File: src/rtl/imem_loader.sv
// imem_loader: framed byte-stream loader for the CPU instruction memory.
// It takes LEN_HI, LEN_LO, N big-endian 16-bit words and an XOR checksum
// byte, writes each word to imem as it arrives, and keeps the CPU in reset
// until a frame completes with a matching checksum.
module imem_loader #(
    parameter int ADDR_W    = 8,
    parameter int DEPTH     = 256,   // must not exceed 2**ADDR_W
    parameter int BASE_ADDR = 0
) (
    input  logic              clk,
    input  logic              rst_n,
    input  logic              in_valid,
    input  logic [7:0]        in_data,
    output logic              in_ready,
    input  logic              load_req,
    output logic              imem_we,
    output logic [ADDR_W-1:0] imem_waddr,
    output logic [15:0]       imem_wdata,
    output logic              cpu_hold,
    output logic              done,
    output logic              error,
    output logic [ADDR_W:0]   words_loaded
);

    typedef enum logic [2:0] {
        S_LEN_HI,
        S_LEN_LO,
        S_DATA_HI,
        S_DATA_LO,
        S_CKSUM,
        S_DONE,
        S_ERR
    } state_t;

    localparam logic [ADDR_W-1:0] BASE    = ADDR_W'(BASE_ADDR);
    localparam logic [16:0]       DEPTH_L = 17'(DEPTH);

    state_t            state_q, state_d;
    logic [15:0]       len_q, len_d;
    logic [7:0]        hi_q, hi_d;
    logic [7:0]        xor_q, xor_d;
    logic              we_q, we_d;
    logic [ADDR_W-1:0] waddr_q, waddr_d;
    logic [15:0]       wdata_q, wdata_d;
    logic [ADDR_W:0]   wl_q, wl_d;
    logic              hold_q, hold_d;
    logic              done_q, done_d;
    logic              err_q, err_d;

    logic              xfer;
    logic [15:0]       n_w;
    logic              last_w;

    // Ready depends only on the state, so the source never sees it change mid-cycle.
    assign in_ready = (state_q != S_DONE) && (state_q != S_ERR);
    assign xfer     = in_valid && in_ready;

    // Next-state and next-output computation for the whole loader.
    always_comb begin
        state_d = state_q;
        len_d   = len_q;
        hi_d    = hi_q;
        xor_d   = xor_q;
        we_d    = 1'b0;
        waddr_d = waddr_q;
        wdata_d = wdata_q;
        wl_d    = wl_q;
        hold_d  = hold_q;
        done_d  = done_q;
        err_d   = err_q;
        // Word count as it will be once the LEN_LO byte lands.
        n_w     = {len_q[15:8], in_data};
        // words_loaded already counts every earlier word by the time the next
        // DATA_LO byte can arrive, so it doubles as the current word index.
        last_w  = ((17'(wl_q) + 17'd1) == {1'b0, len_q});

        case (state_q)
            S_LEN_HI: begin
                if (xfer) begin
                    len_d[15:8] = in_data;
                    xor_d       = xor_q ^ in_data;
                    state_d     = S_LEN_LO;
                end
            end
            S_LEN_LO: begin
                if (xfer) begin
                    len_d = n_w;
                    xor_d = xor_q ^ in_data;
                    if (n_w == 16'd0) begin
                        state_d = S_CKSUM;
                    end else if ({1'b0, n_w} > DEPTH_L) begin
                        // Oversized image: reject before consuming any data bytes.
                        state_d = S_ERR;
                        err_d   = 1'b1;
                    end else begin
                        state_d = S_DATA_HI;
                    end
                end
            end
            S_DATA_HI: begin
                if (xfer) begin
                    hi_d    = in_data;
                    xor_d   = xor_q ^ in_data;
                    state_d = S_DATA_LO;
                end
            end
            S_DATA_LO: begin
                if (xfer) begin
                    xor_d   = xor_q ^ in_data;
                    we_d    = 1'b1;
                    waddr_d = BASE + wl_q[ADDR_W-1:0];
                    wdata_d = {hi_q, in_data};
                    wl_d    = wl_q + 1'b1;
                    state_d = last_w ? S_CKSUM : S_DATA_HI;
                end
            end
            S_CKSUM: begin
                if (xfer) begin
                    if (in_data == xor_q) begin
                        state_d = S_DONE;
                        done_d  = 1'b1;
                        hold_d  = 1'b0;
                    end else begin
                        state_d = S_ERR;
                        err_d   = 1'b1;
                    end
                end
            end
            S_DONE, S_ERR: begin
                if (load_req) begin
                    state_d = S_LEN_HI;
                    done_d  = 1'b0;
                    err_d   = 1'b0;
                    hold_d  = 1'b1;
                    wl_d    = '0;
                    xor_d   = 8'h00;
                end
            end
            default: begin
                state_d = S_LEN_HI;
            end
        endcase
    end

    // State and registered outputs; reset discards any partial frame.
    always_ff @(posedge clk) begin
        if (!rst_n) begin
            state_q <= S_LEN_HI;
            len_q   <= 16'h0000;
            hi_q    <= 8'h00;
            xor_q   <= 8'h00;
            we_q    <= 1'b0;
            waddr_q <= '0;
            wdata_q <= 16'h0000;
            wl_q    <= '0;
            hold_q  <= 1'b1;
            done_q  <= 1'b0;
            err_q   <= 1'b0;
        end else begin
            state_q <= state_d;
            len_q   <= len_d;
            hi_q    <= hi_d;
            xor_q   <= xor_d;
            we_q    <= we_d;
            waddr_q <= waddr_d;
            wdata_q <= wdata_d;
            wl_q    <= wl_d;
            hold_q  <= hold_d;
            done_q  <= done_d;
            err_q   <= err_d;
        end
    end

    assign imem_we      = we_q;
    assign imem_waddr   = waddr_q;
    assign imem_wdata   = wdata_q;
    assign cpu_hold     = hold_q;
    assign done         = done_q;
    assign error        = err_q;
    assign words_loaded = wl_q;

endmodule

File: config.mk
export PLATFORM = sky130hd
export DESIGN_NAME = imem_loader
export DESIGN_NICKNAME = d
export VERILOG_FILES = /design/src/rtl/imem_loader.sv
export SDC_FILE = /design/constraint.sdc
export NUM_CORES = 1
export LEC_CHECK = 0
export BUFFER_PORTS_ARGS = -buffer_cell sky130_fd_sc_hd__clkbuf_2
export CAP_MARGIN = 20
export CELL_PAD_IN_SITES_DETAIL_PLACEMENT = 1
export CELL_PAD_IN_SITES_GLOBAL_PLACEMENT = 2
export CORE_UTILIZATION = 35
export CTS_CLUSTER_SIZE = 14
export DETAILED_ROUTE_END_ITERATION = 8
export PLACE_DENSITY = 0.84
export SLEW_MARGIN = 20
export SYNTH_ARGS = -nofsm -noshare
export SYNTH_HDL_FRONTEND = slang
export SYNTH_SLANG_ARGS = --single-unit
File: constraint.sdc
create_clock -name clk -period 3.92 [get_ports clk]
set_input_delay 0.784 -clock clk [delete_from_list [all_inputs] [get_ports clk]]
set_output_delay 0.784 -clock clk [all_outputs]
set_load 0.01 [all_outputs]
==> results.cfg, run 1 <==
[status]
status = finished, final reports clean

[synth]
synthCells = 445
yosysUniqueCellTypes = 47
netlist_area_mm2 = 0.00347
synthTopCellsByArea = dfxtp_1, nand2_1, a21boi_0, a21boi_1, o21ai_0
avgSynthCellArea_um2 = 7.79
synthArstFlopShare = 0
synth_edf_count = 0
synth_top_flop_cell = dfxtp_1
synth_top_area_share = 0.416
yosysWarnings = 0
ys_seq_area_frac = 0.416
yosys-top-cells-count = nand2_1, dfxtp_1, a21boi_0
synth_area_leader_cell = dfxtp_1
synth_nets = 458
ys_ff_latch = 72
synth_most_common_cell = nand2_1

[drt]
drt-pass1-iter-count = 4
num_vias = 3100
antenna_left = 0
wl_per_cell_um = 15.0
remaining_drc_errors = 0
drt_iter0_markers = 102
wl_mm = 9.11
routed_via_density = 5.09

[critical_path]
max_stage_delay_ns = 0.70
cp_max_fo = 17
r2r_start = state_q[1]
startpoint_type = flop
criticalPathCategory = flop to flop
r2r_slack_ns = 1.46
ff2ff_path_depth = 6
path_common_cell = nand2_1
crit_path_cell_trace = nand2_1, nor2_1, nand2_1, buf_4, or3_1, a21boi_0
slowest_stage = dfxtp_1
r2r_end = words_loaded[6]
required_ns = 4.20
cp.arrival_ns = 2.74
crit_path_end_kind = flop

[clocking]
cts_root_buffer = clkbuf_8
clkLatencyLatePin_ns = 0.35
cts_setup_buffers = 0
cts.sinks = 72
h-tree-depth = 3
cts_tree = built
cts-hold-fix-buffers = 0
cts.reportedPaths.clkPinSlew_ns = 0.08
clockBufferDepth = 2
cts_resized = 0
numCtsBuffers = 9

[floorplan]
die-area_mm2 = 0.0103
fp-row-count = 35
die_x_um = 102
start_util = 0.368
core_area_mm2 = 0.00942
io_pins = 50
die_y_um = 102

[sta]
hold_viol = 0
slew_viol_final = 0
max-slew-margin-rel = 0.424
max_freq_mhz = 407
fin_crit_ns = 2.46
rsz0062_at_grt = no
worst_slew_pin_slew_ns = 0.858
setup_tns_ns = 0
setup-violations-final = 0
fin_skew_ns = 0.00859
fin_crit_sh = 0.628
worst_slack_ns = 1.46

[placed_design]
place.gp.congestion = 0.812
dpl.hpwl_mm = 6.36
portBuffers = 49
place_ws_ns = 1.30

[pwr]
p_switching_w = 0.000433
pwr_density_cell_mw_per_mm2 = 426
switching_share = 0.254
seq_power_share = 0.463
internal_power_w = 0.00127
power_w = 0.00170
p_comb_frac = 0.110
ir_drop_uv = 180
power.leakage_nw = 1.47
p_clk_frac = 0.427

[final_layout]
syn_to_final_growth_pct = 15.4
fillers = 1154
finalNetCount = 488
finish.utilization = 0.425
diodes = 0
final_layout_size_suffix_gt1_frac = 0.152

[worst_hold_path]
whs_endpoint = imem_wdata[10]
hold_class = flop to flop
hold_depth = 2
min-delay-start = hi_q[2]

[global_routing]
grt_overflow = 0
antenna_found_initial = 0
grt_pass1_vias = 3156
grt_first_pass_wirelength_mm = 15.5
grt_use_total = 0.195
grt_max_degree = 44

[job]
maxCapViolations = 0
-- cells in the final DEF (no fill, tap or decap), types with 2 or more instances in the layout --
cell,count
and4_1,2
bufinv_16,3
mux2i_1,3
clkbuf_2,49
nor4_1,4
clkbuf_8,10
a21oi_1,11
a31oi_1,3
nor3_1,5
and2_1,11
nor2_1,25
xor2_1,7
xnor2_1,12
nand2b_1,2
o22ai_1,2
nand2_1,120
a21boi_0,28
o221ai_1,2
or3_1,4
a21boi_1,27
dfxtp_1,72
o21a_1,2
and3_1,3
o21ai_0,27
nand4_1,7
o31ai_1,2
nor2b_1,4
inv_1,4
nand3b_1,4
nand3_1,3
buf_4,3
-- logic make-up after synthesis --
group	count (synthesis)	share of synthesized area
adders and majority gates	1	0.00361
and+or+nand+nor	201	0.264
xor gates and xnor gates	19	0.0480
muxes	3	0.00866
AOI/OAI and AO/OA	111	0.214
DFF	72	0.416
buffers and inverters	38	0.0462
-- cell type report --
cell class                      count  area [um2]  share of cell area
Clock buffer                       11         141              0.0353
Inverter                            5        18.8             0.00469
Sequential cell                    72        1440               0.360
Clock inverter                      5         104              0.0260
Multi-Input combinational cell    335        1870               0.466
Timing Repair Buffer               52         268              0.0669
Tap cell                          129         161              0.0404
-- power groups by stage --
stage	registers, W	clock network [W]	logic, W
global placement	0.000807	0	0.000184
floorplan	0.000791	0	0.000150
detailed placement	0.000807	0	0.000189
global route	0.000795	0.000776	0.000214
finish	0.000790	0.000727	0.000188
CTS	0.000790	0.000747	0.000190
-- routing by layer --
| metal | routed length [um] | share of wire | track usage | vias to the layer above |
|---|---|---|---|---|
| met4 | 140 | 0.015 | 0.0669 | 0 |
| met1 | 4370 | 0.48 | 0.245 | 1480 |
| met2 | 4350 | 0.48 | 0.332 | 49 |
| met3 | 245 | 0.027 | 0.0386 | 10 |
| li1 | - | - | - | 1561 |
| met5 | 0 | 0 | 0 | - |
-- metrics by stage --
step / hold slack (ns) / instances / cell area [um2]
2_1_floorplan: 0.431 / 445 / 3470
3_3_place_gp: 0.435 / 593 / 3750
3_5_place_dp: 0.448 / 593 / 3750
4_1_cts: 0.459 / 609 / 4000
5_1_grt: 0.480 / 609 / 4000
6_report: 0.454 / 609 / 4000
-- registers in the layout, summed over array words and instances (netlist names) --
| register | cells |
|---|---|
| cpu_hold | 1 |
| done | 1 |
| error | 1 |
| hi_q | 8 |
| imem_waddr | 8 |
| imem_wdata | 16 |
| imem_we | 1 |
| len_q | 16 |
| state_q | 3 |
| words_loaded | 9 |
| xor_q | 8 |
-- worst max-delay path: cells and delay by family (launching register included) --
kind / cells / cell delay (ns)
and+or+nand+nor: 4 / 1.15
buffers and inverters: 1 / 0.37
AOI/OAI and AO/OA: 1 / 0.17
DFF: 1 / 0.70
-- worst max path at each step --
stage,slack (ns),endpoint,startpoint
4_1_cts,1.40,words_loaded[6],state_q[1]
5_1_grt,1.23,words_loaded[7],state_q[1]
2_1_floorplan,1.89,error,in_data[7]
3_3_place_gp,1.39,xor_q[2],in_valid
3_5_place_dp,1.30,xor_q[0],in_valid
6_report,1.46,words_loaded[6],state_q[1]
(Power assumes the default switching activity.)
==> run 2: changes to the inputs <==
- ABC_AREA: unset -> 1
- CORE_UTILIZATION: 35 -> 28
- PLACE_DENSITY: 0.84 -> 0.76
- clock period: 3.92 -> 2.2 ns (I/O delays scaled with it)
==> run 2 against run 1 <==
Net effect: register-to-register slack got worse by 1.1 ns; synthesized cell count rose by 6.5%; non-clock buffer count grew 7; synthesized area shrank 6.9%; maximum frequency rose by 33%; clock-buffer cell count shrank 2; clock power rose by 110%; core utilization fell by 6.5 points; clock skew down 0.0033 ns; global-route usage decreased by 2.1 points; cell count increased by 11%; sequential share of layout area grew 0.28 points; critical endpoint is now state_q[1]; largest power group is now clock; highest routed layer unchanged.
==> results.cfg, run 2 <==
[drt]
drt-pass1-iter-count = 4
antenna_left = 0
wl_mm = 9.55
remaining_drc_errors = 0
drt_iter0_markers = 135
routed_via_density = 4.68
num_vias = 3156
wl_per_cell_um = 14.2

[critical_path]
critical_path_buf_inv_count = 0
crit_path_cell_trace = ha_1, nand2_2, nor2_4, nand2_1, nand2_1, nand3_1, nand2_1, nand2_1, nor2_2, nand2_1, nand2_1, nand2_1, nand2_1, a21oi_1
r2r_slack_ns = 0.36
r2r_end = state_q[1]
slowest_stage = dfxtp_1
startpoint_type = flop
critPathLaunch = words_loaded[0]
path_common_cell = nand2_1
worstSetupEndpoint = state_q[1]
r2r_start = words_loaded[0]
cp.arrival_ns = 2.08
crit_path_end_kind = flop
required_ns = 2.44
criticalPathCategory = flop to flop
ff2ff_path_depth = 14
cp_max_fo = 8
worst-path-stages = 14
max_stage_delay_ns = 0.44
crit_family = simple AND/OR/NAND/NOR gates

[global_routing]
use_met3 = 0.0439
grt_use_total = 0.174
grt_max_degree = 37
grt_first_pass_wirelength_mm = 15.4
antenna_found_initial = 0
grt_pass1_vias = 3100
grt.met2_usage = 0.291
grtUsageMet1 = 0.214
busiest_layer = met2
grt_overflow = 0

[sta]
worst_slew_pin_slew_ns = 0.665
max-slew-margin-rel = 0.555
fin_skew_ns = 0.00533
fin_crit_ns = 1.84
rsz0062_at_grt = no
hold_viol = 0
setup_tns_ns = 0
worst_slack_ns = 0.357
slew_viol_final = 0
fin_crit_sh = 0.838
max_freq_mhz = 543
setup-violations-final = 0

[clocking]
cts.reportedPaths.clkPinSlew_ns = 0.06
cts-hold-fix-buffers = 0
cts_setup_buffers = 0
cts_resized = 0
cts_root_buffer = clkbuf_16
cts.sinks = 72
clkLatencyLatePin_ns = 0.35
cts_tree = built
numCtsBuffers = 9
clockBufferDepth = 2
h-tree-depth = 3

[final_layout]
ff_latch_area_mm2 = 0.00144
finish.utilization = 0.360
multiInputGateArea_mm2 = 0.00154
final_layout_size_suffix_gt1_frac = 0.161
final_cell_mix = nand2_1, dfxtp_1, a21oi_1
final_common_cell = nand2_1
fillers = 1417
diodes = 0
syn_to_final_growth_pct = 22.9
finalInstanceArea_mm2 = 0.00397
finalNetCount = 542

[status]
status = finished, final reports clean

[placed_design]
place.gp.congestion = 0.816
portBuffers = 49
postPlaceCellArea_mm2 = 0.00366
place_ws_ns = 0.360
dpl.hpwl_mm = 6.86

[floorplan]
core_area_mm2 = 0.0110
die_x_um = 109
die_y_um = 109
io_pins = 50
fp-row-count = 38
start_util = 0.293
die-area_mm2 = 0.0120

[synth]
synth_most_common_cell = nand2_1
yosys-top-cells-count = nand2_1, dfxtp_1, a21oi_1
synth_nets = 487
synthArstFlopShare = 0
synth_top_area_share = 0.446
netlist_area_mm2 = 0.00323
yosysUniqueCellTypes = 26
synthTopCellsByArea = dfxtp_1, nand2_1, a21oi_1, nand3_1, inv_1
ys_seq_area_frac = 0.446
yosysWarnings = 0
synth_edf_count = 0
ys_ff_latch = 72
avgSynthCellArea_um2 = 6.81
synthCells = 474
synth_area_leader_cell = dfxtp_1
synth_top_flop_cell = dfxtp_1

[pwr]
ir_drop_uv = 350
power.leakage_nw = 1.70
pwr_density_cell_mw_per_mm2 = 833
power_w = 0.00331

[worst_hold_path]
hold_class = primary input to flop
hold_depth = 3

[job]
maxCapViolations = 0
-- run 2: cell types whose count changed after synthesis, moves of 8 or more --
| cell | previous run | this run |
|---|---|---|
| a21oi_1 | 11 | 61 |
| inv_1 | 4 | 46 |
| nand3_1 | 3 | 36 |
| a21boi_0 | 28 | 0 |
| a21boi_1 | 27 | 0 |
| nand2_1 | 120 | 142 |
| nor2_1 | 25 | 46 |
| and2_1 | 11 | 0 |
| clkbuf_1 | 19 | 8 |
| xnor2_1 | 12 | 4 |
-- run 2: kinds of logic (layout without fill, tap and decap cells) --
family | Yosys count | after routing | share of synthesized area
simple gates | 239 | 239 | 0.306
buf+inv | 63 | 123 | 0.0783
fa+ha+maj | 1 | 1 | 0.00387
compound gates | 91 | 91 | 0.143
xor+xnor | 8 | 8 | 0.0217
flops | 72 | 72 | 0.446
-- run 2: layer usage --
metal | routed length (um) | vias up
li1 | - | 1634
met4 | 99 | 0
met5 | 0 | -
met2 | 4560 | 44
met1 | 4590 | 1469
met3 | 302 | 9
-- run 2: cell type report --
| cell class | instances | area share |
|---|---|---|
| tap | 140 | 0.0441 |
| sequential | 72 | 0.363 |
| timing repair buffer | 59 | 0.0839 |
| clock inverter | 7 | 0.0199 |
| multi-input combinational | 339 | 0.387 |
| inverter | 48 | 0.0454 |
| clock buffer | 9 | 0.0567 |
-- run 2: worst min-delay path by stage --
stage	from	end	slack, ns
global route	in_data[2]	imem_wdata[2]	0.47
floorplan	hi_q[7]	imem_wdata[15]	0.44
finish	in_data[2]	imem_wdata[2]	0.44
global placement	error	error	0.44
CTS	in_data[2]	imem_wdata[2]	0.43
detailed placement	error	error	0.45
-- run 2: stage by stage --
stage          hold WS (ns)  instances
3_3_place_gp          0.443        658
2_1_floorplan         0.437        474
6_report              0.444        674
5_1_grt               0.468        674
4_1_cts               0.434        674
3_5_place_dp          0.454        658
-- run 2: worst min-delay path: cells and delay by family --
kind,cells,cell delay [ns]
buffers and inverters,1,0.15
AOI/OAI and AO/OA,1,0.05
and+or+nand+nor,1,0.09
-- run 2: power breakdown --
group          switching [W]  internal [W]  leakage [nW]
Combinational       0.000258      0.000130         0.969
Clock               0.000616      0.000889         0.150
Sequential         0.0000406       0.00137         0.585
Total               0.000915       0.00239          1.70
